## src/rtl/decode_stage_reg_if.sv

```systemverilog
// Handshake and decoded-field bundle between instruction fetch and the
// stage-1 decode register; master drives the request side, slave is the stage.
interface decode_stage_reg_if #(
  parameter int unsigned DATA_W = 32,
  parameter int unsigned OP_W   = 6,
  parameter int unsigned REG_AW = 5
);
  logic              flush;
  logic [DATA_W-1:0] instr_in;
  logic              in_valid;
  logic              in_ready;
  logic              out_valid;
  logic              out_ready;
  logic [OP_W-1:0]   alu_op;
  logic [REG_AW-1:0] ws;
  logic [REG_AW-1:0] rs1;
  logic [REG_AW-1:0] rs2;
  logic [DATA_W-1:0] imm;
  logic              ds;
  logic              we;
  logic [1:0]        occupancy;

  modport master (
    output flush, instr_in, in_valid, out_ready,
    input  in_ready, out_valid, alu_op, ws, rs1, rs2, imm, ds, we, occupancy
  );

  modport slave (
    input  flush, instr_in, in_valid, out_ready,
    output in_ready, out_valid, alu_op, ws, rs1, rs2, imm, ds, we, occupancy
  );
endinterface

```

## src/rtl/decode_stage_reg.sv

```systemverilog
// Stage-1 decode register: splits instruction words into fields and holds them
// in a 2-entry skid buffer so in_ready is a flop, not a path from out_ready.
module decode_stage_reg #(
  parameter int unsigned DATA_W      = 32,
  parameter int unsigned OP_W        = 6,
  parameter int unsigned REG_AW      = 5,
  parameter int unsigned IMM_W       = 16,
  parameter int unsigned IMM_SEL_BIT = 29,
  parameter bit          SIGN_EXT    = 1'b0,
  parameter bit          R0_WE_OFF   = 1'b1
) (
  input  logic               clk,
  input  logic               rst,
  decode_stage_reg_if.slave  bus
);

  localparam int unsigned WS_HI  = DATA_W - OP_W - 1;
  localparam int unsigned RS1_HI = WS_HI - REG_AW;
  localparam int unsigned RS2_HI = RS1_HI - REG_AW;

  typedef struct packed {
    logic [OP_W-1:0]   alu_op;
    logic [REG_AW-1:0] ws;
    logic [REG_AW-1:0] rs1;
    logic [REG_AW-1:0] rs2;
    logic [DATA_W-1:0] imm;
    logic              ds;
    logic              we;
  } entry_t;

  typedef enum logic [1:0] {EMPTY, ONE, FULL} state_t;

  state_t     state_q, state_d;
  entry_t     main_q, skid_q, dec;
  logic       in_ready_q, out_valid_q;
  logic [1:0] occ_q;
  logic       in_fire, out_fire;

  assign in_fire  = bus.in_valid & in_ready_q;
  assign out_fire = out_valid_q & bus.out_ready;

  always_comb begin
    dec        = '0;
    dec.alu_op = bus.instr_in[DATA_W-1 -: OP_W];
    dec.ws     = bus.instr_in[WS_HI -: REG_AW];
    dec.rs1    = bus.instr_in[RS1_HI -: REG_AW];
    dec.ds     = bus.instr_in[IMM_SEL_BIT];
    if (dec.ds) begin
      dec.imm = SIGN_EXT ? {{(DATA_W-IMM_W){bus.instr_in[IMM_W-1]}}, bus.instr_in[IMM_W-1:0]}
                         : {{(DATA_W-IMM_W){1'b0}}, bus.instr_in[IMM_W-1:0]};
    end else begin
      dec.rs2 = bus.instr_in[RS2_HI -: REG_AW];
    end
    dec.we = !(R0_WE_OFF && (dec.ws == '0));
  end

  always_comb begin
    state_d = state_q;
    if (bus.flush) begin
      state_d = EMPTY;
    end else begin
      case (state_q)
        EMPTY:   if (in_fire) state_d = ONE;
        ONE: begin
          if (in_fire && !out_fire)      state_d = FULL;
          else if (!in_fire && out_fire) state_d = EMPTY;
        end
        FULL:    if (out_fire) state_d = ONE;
        default: state_d = EMPTY;
      endcase
    end
  end

  // Status flags are registered from the next state so they line up with the entries.
  always_ff @(posedge clk or posedge rst) begin
    if (rst) begin
      state_q     <= EMPTY;
      main_q      <= '0;
      skid_q      <= '0;
      in_ready_q  <= 1'b1;
      out_valid_q <= 1'b0;
      occ_q       <= '0;
    end else begin
      state_q     <= state_d;
      in_ready_q  <= (state_d != FULL);
      out_valid_q <= (state_d != EMPTY);
      occ_q       <= (state_d == FULL) ? 2'd2 : (state_d == ONE) ? 2'd1 : 2'd0;
      if (!bus.flush) begin
        case (state_q)
          EMPTY: if (in_fire) main_q <= dec;
          ONE: begin
            if (in_fire) begin
              if (out_fire) main_q <= dec;
              else          skid_q <= dec;
            end
          end
          FULL:    if (out_fire) main_q <= skid_q;
          default: ;
        endcase
      end
    end
  end

  assign bus.in_ready  = in_ready_q;
  assign bus.out_valid = out_valid_q;
  assign bus.occupancy = occ_q;
  assign bus.alu_op    = main_q.alu_op;
  assign bus.ws        = main_q.ws;
  assign bus.rs1       = main_q.rs1;
  assign bus.rs2       = main_q.rs2;
  assign bus.imm       = main_q.imm;
  assign bus.ds        = main_q.ds;
  assign bus.we        = main_q.we;

endmodule

```

## src/flat_wrapper.sv

```systemverilog
// flat-port wrapper written by rule: the top's interface ports become plain ports
module decode_stage_reg_flat 
#(
  parameter int unsigned DATA_W      = 32,
  parameter int unsigned OP_W        = 6,
  parameter int unsigned REG_AW      = 5,
  parameter int unsigned IMM_W       = 16,
  parameter int unsigned IMM_SEL_BIT = 29,
  parameter bit          SIGN_EXT    = 1'b0,
  parameter bit          R0_WE_OFF   = 1'b1
)
  (clk, rst, bus_flush, bus_instr_in, bus_in_valid, bus_out_ready, bus_in_ready, bus_out_valid, bus_alu_op, bus_ws, bus_rs1, bus_rs2, bus_imm, bus_ds, bus_we, bus_occupancy);
  decode_stage_reg_if #(.DATA_W(DATA_W), .OP_W(OP_W), .REG_AW(REG_AW)) bus_i ();
  input  logic clk;
  input  logic rst;
  input wire logic [$bits(bus_i.flush)-1:0] bus_flush;
  input wire logic [$bits(bus_i.instr_in)-1:0] bus_instr_in;
  input wire logic [$bits(bus_i.in_valid)-1:0] bus_in_valid;
  input wire logic [$bits(bus_i.out_ready)-1:0] bus_out_ready;
  output wire logic [$bits(bus_i.in_ready)-1:0] bus_in_ready;
  output wire logic [$bits(bus_i.out_valid)-1:0] bus_out_valid;
  output wire logic [$bits(bus_i.alu_op)-1:0] bus_alu_op;
  output wire logic [$bits(bus_i.ws)-1:0] bus_ws;
  output wire logic [$bits(bus_i.rs1)-1:0] bus_rs1;
  output wire logic [$bits(bus_i.rs2)-1:0] bus_rs2;
  output wire logic [$bits(bus_i.imm)-1:0] bus_imm;
  output wire logic [$bits(bus_i.ds)-1:0] bus_ds;
  output wire logic [$bits(bus_i.we)-1:0] bus_we;
  output wire logic [$bits(bus_i.occupancy)-1:0] bus_occupancy;
  assign bus_i.flush = bus_flush;
  assign bus_i.instr_in = bus_instr_in;
  assign bus_i.in_valid = bus_in_valid;
  assign bus_i.out_ready = bus_out_ready;
  assign bus_in_ready = bus_i.in_ready;
  assign bus_out_valid = bus_i.out_valid;
  assign bus_alu_op = bus_i.alu_op;
  assign bus_ws = bus_i.ws;
  assign bus_rs1 = bus_i.rs1;
  assign bus_rs2 = bus_i.rs2;
  assign bus_imm = bus_i.imm;
  assign bus_ds = bus_i.ds;
  assign bus_we = bus_i.we;
  assign bus_occupancy = bus_i.occupancy;
  decode_stage_reg #(.DATA_W(DATA_W), .OP_W(OP_W), .REG_AW(REG_AW), .IMM_W(IMM_W), .IMM_SEL_BIT(IMM_SEL_BIT), .SIGN_EXT(SIGN_EXT), .R0_WE_OFF(R0_WE_OFF)) u_core (.clk(clk), .rst(rst), .bus(bus_i));
endmodule
```

## config.mk

```make
export PLATFORM = sky130hd
export DESIGN_NAME = decode_stage_reg_flat
export DESIGN_NICKNAME = d
export VERILOG_FILES = /design/src/rtl/decode_stage_reg_if.sv /design/src/rtl/decode_stage_reg.sv /design/src/flat_wrapper.sv
export SDC_FILE = /design/constraint.sdc
export NUM_CORES = 1
export LEC_CHECK = 0
export ABC_CLOCK_PERIOD_IN_PS = 2800
export CAP_MARGIN = 40
export CORE_MARGIN = 4
export CORE_UTILIZATION = 45
export CTS_CLUSTER_DIAMETER = 30
export CTS_CLUSTER_SIZE = 28
export DETAILED_ROUTE_END_ITERATION = 8
export HOLD_SLACK_MARGIN = 0.15
export PLACE_DENSITY_LB_ADDON = 0.2
export SETUP_SLACK_MARGIN = 0.15
export SKIP_CTS_REPAIR_TIMING = 1
export SLEW_MARGIN = 20
export SYNTH_ARGS = -nofsm -noshare
export SYNTH_HDL_FRONTEND = slang
export SYNTH_SLANG_ARGS = --single-unit
export TNS_END_PERCENT = 5
```

## constraint.sdc

```tcl
create_clock -name clk -period 2.8 [get_ports clk]
set_input_delay 0.84 -clock clk [delete_from_list [all_inputs] [get_ports clk]]
set_output_delay 0.84 -clock clk [all_outputs]
set_load 0.005 [all_outputs]
```

* Yosys cells after proc, flatten, opt, wreduce, memory -nomap -nowiden *
Cells that the tools add are included.

storage, ports and cells
  register bits after elaboration = 116
  bits of input ports = 37
  output and inout bits = 59
  logic and storage cells = 57

operators by class
  equality and inequality tests = 9
  muxes and demuxes = 15
  bitwise operators = 4
  reduce and logical (&&, ||, !) cells = 11

operators by type and width
  operator                                                                number
  55-bit 2-to-1 mux                                                       4
  55-bit one-hot mux with 3 select lines                                  1
  16-bit 2-to-1 mux                                                       1
  2-bit 2-to-1 mux                                                        6
  2-bit by 1-bit != test with 1-bit output (second input constant)        4
  2-bit one-hot mux with 3 select lines                                   1
  6-bit AND reduction                                                     1
  5-bit logical NOT                                                       1
  5-bit 2-to-1 mux                                                        1
  2-bit by 1-bit equality test with 1-bit output (second input constant)  2
  2-bit equality test (second input constant)                             2
  4-bit AND reduction                                                     1
  1-bit logical NOT                                                       3
  3-bit nonzero test                                                      1
  1-bit bitwise AND                                                       2
  1-bit logical AND                                                       2
  2-bit logical NOT                                                       1
  2-bit != test (second input constant)                                   1
  1-bit NOT                                                               2
  2-bit nonzero test                                                      1
  1-bit 2-to-1 mux                                                        1

* Longest topological paths before layout *
Gate-level depths: netlist of run 1.

  depth after elaboration = 10
  mapped depth = 5
  gate-level depth less buffers = 3

* Worst setup path before layout of run 1 *
Ideal clock, no wire load.

  path type = input-to-reg
  from = in bus_in_valid
  to = reg u_core.skid_q[10] (netlist name)
  library setup time = 0.125 ns
  arrival time = 1.849 ns
  data required time = 2.675 ns
  path slack = 0.826 ns
  stages = 5
  path buffers = 2
  cells stage by stage = and3b_1 > nand4_1 > buf_2 > buf_4 > mux2_2

on the way
  word-level cells in the longest chain between the ends = 2

RTL lines
  element                               line                    text
  start: declaration                    flat_wrapper.sv:18      input wire logic [$bits(bus_i.in_valid)-1:0] bus_in_valid;
  1-bit bitwise AND                     decode_stage_reg.sv:39  assign in_fire = bus.in_valid & in_ready_q;
  4-bit AND reduction (no source line)  -
  end signal: assignment                decode_stage_reg.sv:79  skid_q <= '0;
  end signal: assignment                decode_stage_reg.sv:94  else skid_q <= dec;
  end: declaration                      decode_stage_reg.sv:34  entry_t main_q, skid_q, dec;

Every way passes these cells.
A chain may end at the register's enable or synchronous reset.

* Final worst setup path of run 1 *
  from = reg u_core.in_ready_q, in the netlist u_core.bus.in_ready
  to = out bus_in_ready

RTL lines
  element                   line                    text
  start: declaration        decode_stage_reg.sv:35  logic in_ready_q, out_valid_q;
  start signal: assignment  decode_stage_reg.sv:85  in_ready_q <= (state_d != FULL);
  end: declaration          flat_wrapper.sv:20      output wire logic [$bits(bus_i.in_ready)-1:0] bus_in_ready;

No word-level cell between the ends.

==> results of run 1 <==
## power groups by stage
stage          Sequential [mW]  Combinational [mW]  Clock, mW
2_1_floorplan             1.75               0.573          0
6_report                  1.76                1.05      0.861
4_1_cts                   1.77                1.07      0.894
5_1_grt                   1.81                1.14      0.956
3_3_place_gp              1.77                1.04          0
3_5_place_dp              1.79                1.07          0
## cell usage after synthesis, drive strengths merged
cell     number  area share (%)
mux2        113              35
dfrtp        81              52
buf          29             5.4
and2         16             2.6
nor2b         6            0.96
a21oi         4            0.51
nand2         3            0.29
nor3          3            0.38
clkbuf        2            0.19
inv           2            0.19
nand2b        2            0.32
nor2          2            0.19
a2bb2oi       1            0.22
a31oi         1            0.16
and3b         1            0.22
conb          1           0.096
dfstp         1            0.67
nand4         1            0.16
nor3b         1            0.19
o211a         1            0.26
o21ai         1            0.13
o2bb2ai       1            0.22
or3           1            0.16
## state kept, by name, summed over array words and instances, names as in the netlist
| name | flops |
|---|---|
| u_core.bus.imm | 16 |
| u_core.bus.occupancy | 2 |
| u_core.bus.we | 1 |
| u_core.bus.in_ready | 1 |
| u_core.skid_q | 38 |
| u_core.bus.alu_op | 6 |
| u_core.bus.rs2 | 5 |
| u_core.bus.out_valid | 1 |
| u_core.bus.ws | 5 |
| u_core.state_q | 2 |
| u_core.bus.rs1 | 5 |
## cell families after synthesis
logic type / after synthesis / synth area share [%]
AOI/OAI and AO/OA: 9 / 1.507
and+or+nand+nor: 36 / 5.451
DFF: 82 / 52.61
muxes: 113 / 34.53
buffers and inverters: 33 / 5.803
other: 1 / 0.09609
## final timing paths
kind | end | depth (start not counted) | slack (ns) | startpoint
min in group asynchronous | u_core.skid_q[14] | 2 | 0.89 | rst
worst max register to register | u_core.bus.rs2[1] | 4 | 0.89 | u_core.state_q[0]
worst min register to register | u_core.skid_q[39] | 1 | 0.50 | u_core.skid_q[39]
worst max-delay path | bus_in_ready | 1 | 0.57 | u_core.bus.in_ready
worst min-delay path | u_core.skid_q[39] | 1 | 0.50 | u_core.skid_q[39]
max in group asynchronous | u_core.bus.in_ready | 3 | 1.33 | rst
## stage by stage
step	setup slack [ns]	hold WS, ns	util, %
6_report	0.5726	0.5045	59.93
4_1_cts	0.5440	0.5106	59.93
3_3_place_gp	0.2988	0.4829	57.50
2_1_floorplan	0.8260	0.4737	-
3_5_place_dp	0.2545	0.4916	57.50
5_1_grt	0.5215	0.5271	59.93
## area by class of cell
type	count	area share (%)
Clock inverter	6	1.302
Timing Repair Buffer	86	18.37
Inverter	2	0.2253
Multi-Input combinational cell	174	33.64
Clock buffer	10	2.753
Sequential cell	82	41.08
Tap cell	105	2.628
## routing by layer
metal	global-route usage, %	part of all wire [%]
met3	4.844	7.2
met1	19.10	42
met4	7.055	1.6
met5	0	0
met2	23.99	49
==> qor.yml, run 1 <==
outcome:
  status: "finished, final reports clean"
worst_setup_path:
  cp_num_buf_inv: 1
  cp_cell_sequence: "clkdlybuf4s50_1"
  crit_path_start_kind: "flip-flop"
  cp_top_family: "flip-flops"
  crit_slowest_cell: "dfstp_2"
  path_max_fanout: 3
  worst-endpoint-arrival_ns: 1.39
  cpPeakStageDelay_ns: 0.54
  end_kind: "output pin"
  critPathKind: "reg -> out"
  required_ns: 1.96
pwr:
  peakVddDrop_mv: 0.3267
  total_power_mw: 3.669
  seqPwrFrac_pct: 48.0
  clockPowerShare_pct: 23.5
  swShare_pct: 25.15
  combPwrFrac_pct: 28.6
  p_int_mw: 2.746
  p_leak_nw: 2.216
  powerDensity_mw_per_mm2: 733.9
  power_switching_mw: 0.9225
sta:
  max_slew.worst_pin.slew_ns: 0.5836
  finClkSkew_ns: 0.008250
  max_freq_ghz: 0.4490
  maxSlewViolCount: 0
  hold_viol_final: 0
  setup_viol: 0
  rsz0062_at_grt: "no"
  fin_crit_sh_pct: 79.55
  tns_ns: 0
  maxSlewHeadroom_pct: 61.01
  min_period_ns: 2.227
synth:
  ys_seq_area_share_pct: 52.61
  ys_warn_count: 0
  synth_seq_cells: 82
  ys_types: 26
  netlist_area_mm2: 0.003902
  synth_area_per_cell_um2: 14.24
  synth_cells: 274
global_route:
  grt_max_degree: 39
  grt_pass1_vias: 2489
  antenna_found_initial: 0
  gr-total-overflow: 0
  grt_usage_pct: 15.23
  grt_pass1_wl_mm: 12.11
drt:
  first_iter_violations: 45
  vias: 2329
  postRouteAntennaNets: 0
  via_per_inst: 5.009
  remaining_drc_errors: 0
  wl_per_cell_um: 15.65
  firstDrtPassIters: 4
  drt-total-wl_mm: 7.276
cts:
  insertion_delay_ns: 0.35
  cts_tree: "built"
  cts_buffers: 9
  clock_path_buffers: 2
  root_buffer: "clkbuf_8"
  cts.sinks: 82
  htree_levels: 3
  clkTransAtPathRegs_ns: 0.08
floorplan:
  io_pins: 96
  placementRows: 33
  die_w_um: 101.1
  dieArea_mm2: 0.01023
  core-area_mm2: 0.008341
  initial_core_util_pct: 46.79
  die_h_um: 101.1
job:
  cap_violations: 0
layout:
  num-fill-cells: 687
  stdcell_count: 465
  final_common_cell: "mux2_2"
  fin_area_mm2: 0.004999
  syn_to_final_growth_pct: 28.09
  ff_latch_area_mm2: 0.002053
  layout-drive-gt1-share_pct: 38.89
  antennaDiodeCount: 0
  final_nets: 392
  final_cell_mix: "mux2_2, dfrtp_1, clkdlybuf4s50_1, mux2_4"
  multi_input_area_mm2: 0.001682
placement:
  placed_area_mm2: 0.004796
  dp_cells: 449
  io_buffers: 79
  gp_congestion: 0.7794
  hpwl_mm: 5.051
worst_hold_path:
  hold_class: "reg -> reg"
(Power assumes the default switching activity.)
==> run 2, diff against run 1 <==
--- a/config.mk
+++ b/config.mk
@@ -5,10 +5,10 @@
 export SDC_FILE = /design/constraint.sdc
 export NUM_CORES = 1
 export LEC_CHECK = 0
-export ABC_CLOCK_PERIOD_IN_PS = 2800
+export ABC_CLOCK_PERIOD_IN_PS = 2200
 export CAP_MARGIN = 40
 export CORE_MARGIN = 4
-export CORE_UTILIZATION = 45
+export CORE_UTILIZATION = 49
 export CTS_CLUSTER_DIAMETER = 30
 export CTS_CLUSTER_SIZE = 28
 export DETAILED_ROUTE_END_ITERATION = 8
==> constraint.sdc (replaced) <==
create_clock -name clk -period 2.2 [get_ports clk]
set_input_delay 0.66 -clock clk [delete_from_list [all_inputs] [get_ports clk]]
set_output_delay 0.66 -clock clk [all_outputs]
set_load 0.005 [all_outputs]
==> run 2 against run 1 <==
Sequential share of layout area shrank 0.43 points. Sequential power is 28% higher. Count of clock-buffer cells in the layout increased by 1. Non-clock buffer count up 4. Global-route usage rose by 0.74 points. Final area rose by 1.1%. Clock skew about the same. Worst hold slack better by 0.00070 ns. Sequential cell count unchanged. Routed wire length up 0.29%. First-iteration DRC count fell by 4.4%. Via count up 0.56%. Largest cell class unchanged.
==> qor.yml, run 2 (synthesis results as in run 1) <==
sta:
  min_period_ns: 1.943
  finClkSkew_ns: 0.008493
  fin_hold_ws_ns: 0.5052
  fin_ws_ns: 0.2572
  fin_crit_sh_pct: 88.31
  maxSlewViolCount: 0
  tns_ns: 0
  hold_viol_final: 0
  max_freq_ghz: 0.5147
  rsz0062_at_grt: "no"
  setup_viol: 0
worst_setup_path:
  setup.worst_path.start: "bus_in_valid"
  r2r_setup_slack_ns: 0.44
  required_ns: 2.42
  crit_path_start_kind: "input pin"
  worst-endpoint-arrival_ns: 2.17
  end_kind: "flip-flop"
  r2r_cells: 5
  path_max_fanout: 11
  reg2reg_from: "u_core.bus.in_ready"
  critPathKind: "in -> reg"
  r2r_end: "u_core.bus.rs2[1]"
  cp-endpoint: "u_core.bus.rs2[1]"
drt:
  first_iter_violations: 43
  vias: 2342
  remaining_drc_errors: 0
  via_per_inst: 5.026
  postRouteAntennaNets: 0
  wl_per_cell_um: 15.66
  firstDrtPassIters: 4
  drt-total-wl_mm: 7.297
global_route:
  grt_pass1_vias: 2562
  gr-total-overflow: 0
  grt_usage_pct: 15.96
  grt_max_degree: 83
  antenna_found_initial: 0
  grt_pass1_wl_mm: 12.25
pwr:
  peakVddDrop_mv: 0.4843
  powerDensity_mw_per_mm2: 971.7
  total_power_mw: 4.908
  p_leak_nw: 2.251
floorplan:
  core-area_mm2: 0.007727
  io_pins: 96
  die_w_um: 97.24
  placementRows: 32
  dieArea_mm2: 0.009456
  die_h_um: 97.24
  initial_core_util_pct: 50.50
layout:
  num-fill-cells: 604
  largest_register_ffs: 38
  syn_to_final_growth_pct: 29.43
  regMostFlops: "u_core.skid_q"
  final_cell_mix: "mux2_2, dfrtp_1, clkdlybuf4s50_1, mux2_4"
  antennaDiodeCount: 0
  ff_latch_area_mm2: 0.002053
  final_util_pct: 65.37
  multi_input_area_mm2: 0.001682
  fin_area_mm2: 0.005051
  layout-drive-gt1-share_pct: 39.56
  final_nets: 396
  final_common_cell: "mux2_2"
  stdcell_count: 466
cts:
  htree_levels: 3
  clkTransAtPathRegs_ns: 0.08
  cts_tree: "built"
  clock_path_buffers: 2
  cts_buffers: 9
  cts.sinks: 82
  root_buffer: "clkbuf_8"
  insertion_delay_ns: 0.34
placement:
  hpwl_mm: 4.929
  gp_congestion: 0.8516
  dp_cells: 449
  pre_cts_slack_ns: -0.1052
  io_buffers: 79
  placed_area_mm2: 0.004790
worst_hold_path:
  hold_class: "reg -> reg"
job:
  cap_violations: 0
outcome:
  status: "finished, final reports clean"
## run 2: how the worst min path moves through the flow
stage | start | end | slack, ns | cells past startpoint
final | u_core.skid_q[8] | u_core.skid_q[8] | 0.51 | 1
after global routing | u_core.skid_q[37] | u_core.skid_q[37] | 0.52 | 1
after CTS | u_core.skid_q[34] | u_core.skid_q[34] | 0.51 | 1
after detailed placement | u_core.skid_q[34] | u_core.skid_q[34] | 0.49 | 1
after global placement | u_core.skid_q[34] | u_core.skid_q[34] | 0.48 | 1
after floorplan | u_core.skid_q[52] | u_core.skid_q[52] | 0.47 | 1
## run 2: power by group
group	internal (mW)	switching, mW	leakage, nW
sequential	1.99	0.259	1.02
combinational	0.948	0.387	1.10
clock	0.812	0.510	0.129
## run 2: final cells by class
cell class	instances	share of cell area (%)
inverters	2	0.2229
clock inverters	5	1.982
well taps	102	2.527
clock buffers	11	2.997
multi-input cells	174	33.29
flip-flops and latches	82	40.65
repair buffers	90	18.33
## run 2: layer usage
metal  routed length, um  part of all wire (%)  GRT usage [%]
met1                3183                    44          20.17
met2                3581                    49          26.43
met3                 444                   6.1          4.235
met4                  88                   1.2          5.857
met5                   0                     0              0
## run 2: worst max-delay path, stage by stage
cell and delay, ns:
clkdlybuf4s50_1 0.47, and3b_1 0.21, o211a_2 0.23, buf_4 0.24, mux2_2 0.35
==> run 3, diff against run 2 <==
--- a/config.mk
+++ b/config.mk
@@ -8,10 +8,11 @@
 export ABC_CLOCK_PERIOD_IN_PS = 2200
 export CAP_MARGIN = 40
 export CORE_MARGIN = 4
-export CORE_UTILIZATION = 49
+export CORE_UTILIZATION = 60
 export CTS_CLUSTER_DIAMETER = 30
 export CTS_CLUSTER_SIZE = 28
 export DETAILED_ROUTE_END_ITERATION = 8
+export DONT_BUFFER_PORTS = 1
 export HOLD_SLACK_MARGIN = 0.15
 export PLACE_DENSITY_LB_ADDON = 0.2
 export SETUP_SLACK_MARGIN = 0.15
==> run 3 against run 2 <==
Sequential share of layout area is 8.9 points higher. Sequential power increased by 2%. Critical path depth is 1 lower. Critical path type is now reg -> reg.
==> qor.yml, run 3 (synthesis results as in run 1) <==
job:
  cap_violations: 0
floorplan:
  initial_core_util_pct: 61.46
  io_pins: 96
  die_h_um: 88.65
  die_w_um: 88.65
  dieArea_mm2: 0.007859
  core-area_mm2: 0.006350
  placementRows: 29
sta:
  tns_ns: 0
  maxSlewViolCount: 0
  hold_viol_final: 0
  fin_hold_ws_ns: 0.2676
  min_period_ns: 1.783
  rsz0062_at_grt: "no"
  max_freq_ghz: 0.5609
  finClkSkew_ns: 0.008221
  fin_crit_sh_pct: 81.03
  setup_viol: 0
placement:
  placed_area_mm2: 0.003953
  gp_congestion: 0.7428
  io_buffers: 0
  hpwl_mm: 4.529
drt:
  drt-total-wl_mm: 6.590
  met2WireLength_mm: 3.038
  via_per_inst: 5.574
  wl_per_cell_um: 18.36
  remaining_drc_errors: 0
  vias: 2001
  firstDrtPassIters: 4
  detailroute.wirelength.met3_um: 475
  first_iter_violations: 55
  dr.max_layer_used: "met4"
  drt-met1-wl_mm: 2.917
  postRouteAntennaNets: 0
worst_setup_path:
  required_ns: 2.42
  path_max_fanout: 22
  critPathKind: "reg -> reg"
  crit_path_start_kind: "flip-flop"
  worst-endpoint-arrival_ns: 2.00
  r2r_cells: 4
  end_kind: "flip-flop"
layout:
  regMostFlops: "u_core.skid_q"
  largest_register_ffs: 38
  fin_area_mm2: 0.004146
  final_nets: 314
  antennaDiodeCount: 0
  layout-drive-gt1-share_pct: 49.29
  final_cell_mix: "mux2_2, dfrtp_1, mux2_4, and2_1, conb_1"
  ff_latch_area_mm2: 0.002053
  final_common_cell: "mux2_2"
  num-fill-cells: 472
  syn_to_final_growth_pct: 6.252
  multi_input_area_mm2: 0.001682
cts:
  htree_levels: 3
  cts_tree: "built"
  root_buffer: "clkbuf_8"
  insertion_delay_ns: 0.34
  cts.sinks: 82
  clock_path_buffers: 2
  clkTransAtPathRegs_ns: 0.08
  cts_buffers: 9
pwr:
  powerDensity_mw_per_mm2: 991.7
  p_leak_nw: 1.899
  peakVddDrop_mv: 0.6351
global_route:
  grt_pass1_vias: 2106
  grt_max_degree: 60
  antenna_found_initial: 0
  grt_usage_pct: 18.18
  gr-total-overflow: 0
  grt_pass1_wl_mm: 10.76
outcome:
  status: "finished, final reports clean"
worst_hold_path:
  hold_class: "in -> async"
[run 3: routing by layer]
layer / track usage (%) / up-vias
met5: 0 / -
met4: 8.516 / 0
met3: 6.052 / 15
met2: 27.13 / 57
met1: 23.99 / 1003
li1: - / 926
[run 3: final cells by class]
class,count,share of cell area [%]
inverter,2,0.2716
clock buffer,15,4.496
clock inverter,1,0.1810
sequential,82,49.52
timing repair buffer,8,2.655
tap,77,2.323
multi-input combinational,174,40.56
[run 3: worst max-delay path, cell delays in order (launching register included)]
cell	delay [ns]
dfrtp_1	0.47
o2bb2ai_1	0.33
o211a_2	0.31
buf_12	0.19
mux2_2	0.35
[run 3: path summary, 6_finish.rpt]
| kind | start | to | slack, ns |
|---|---|---|---|
| max | u_core.state_q[1] | u_core.bus.rs1[2] | 0.42 |
| min | rst | u_core.skid_q[11] | 0.27 |
| max reg2reg | u_core.state_q[1] | u_core.bus.rs1[2] | 0.42 |
| min reg2reg | u_core.skid_q[14] | u_core.skid_q[14] | 0.50 |
| max in group asynchronous | rst | u_core.bus.in_ready | 1.64 |
| min in group clk | bus_flush | u_core.state_q[0] | 0.38 |
[run 3: through the flow]
| step | instances | util (%) | total power [mW] | setup WS, ns |
|---|---|---|---|---|
| 3_3_place_gp | 343 | 62.25 | 3.076 | 0.3880 |
| 4_1_cts | 359 | 65.30 | 4.174 | 0.4145 |
| 6_report | 359 | 65.30 | 4.112 | 0.4172 |
| 3_5_place_dp | 343 | 62.25 | 3.131 | 0.3671 |
| 2_1_floorplan | 289 | - | 2.958 | 0.4060 |
| 5_1_grt | 359 | 65.30 | 4.381 | 0.3153 |
[run 3: where the power goes]
part           internal (mW)  switching [mW]  leakage, nW
combinational          0.530           0.248        0.780
clock                  0.536           0.497       0.0960
sequential              1.99           0.308         1.02
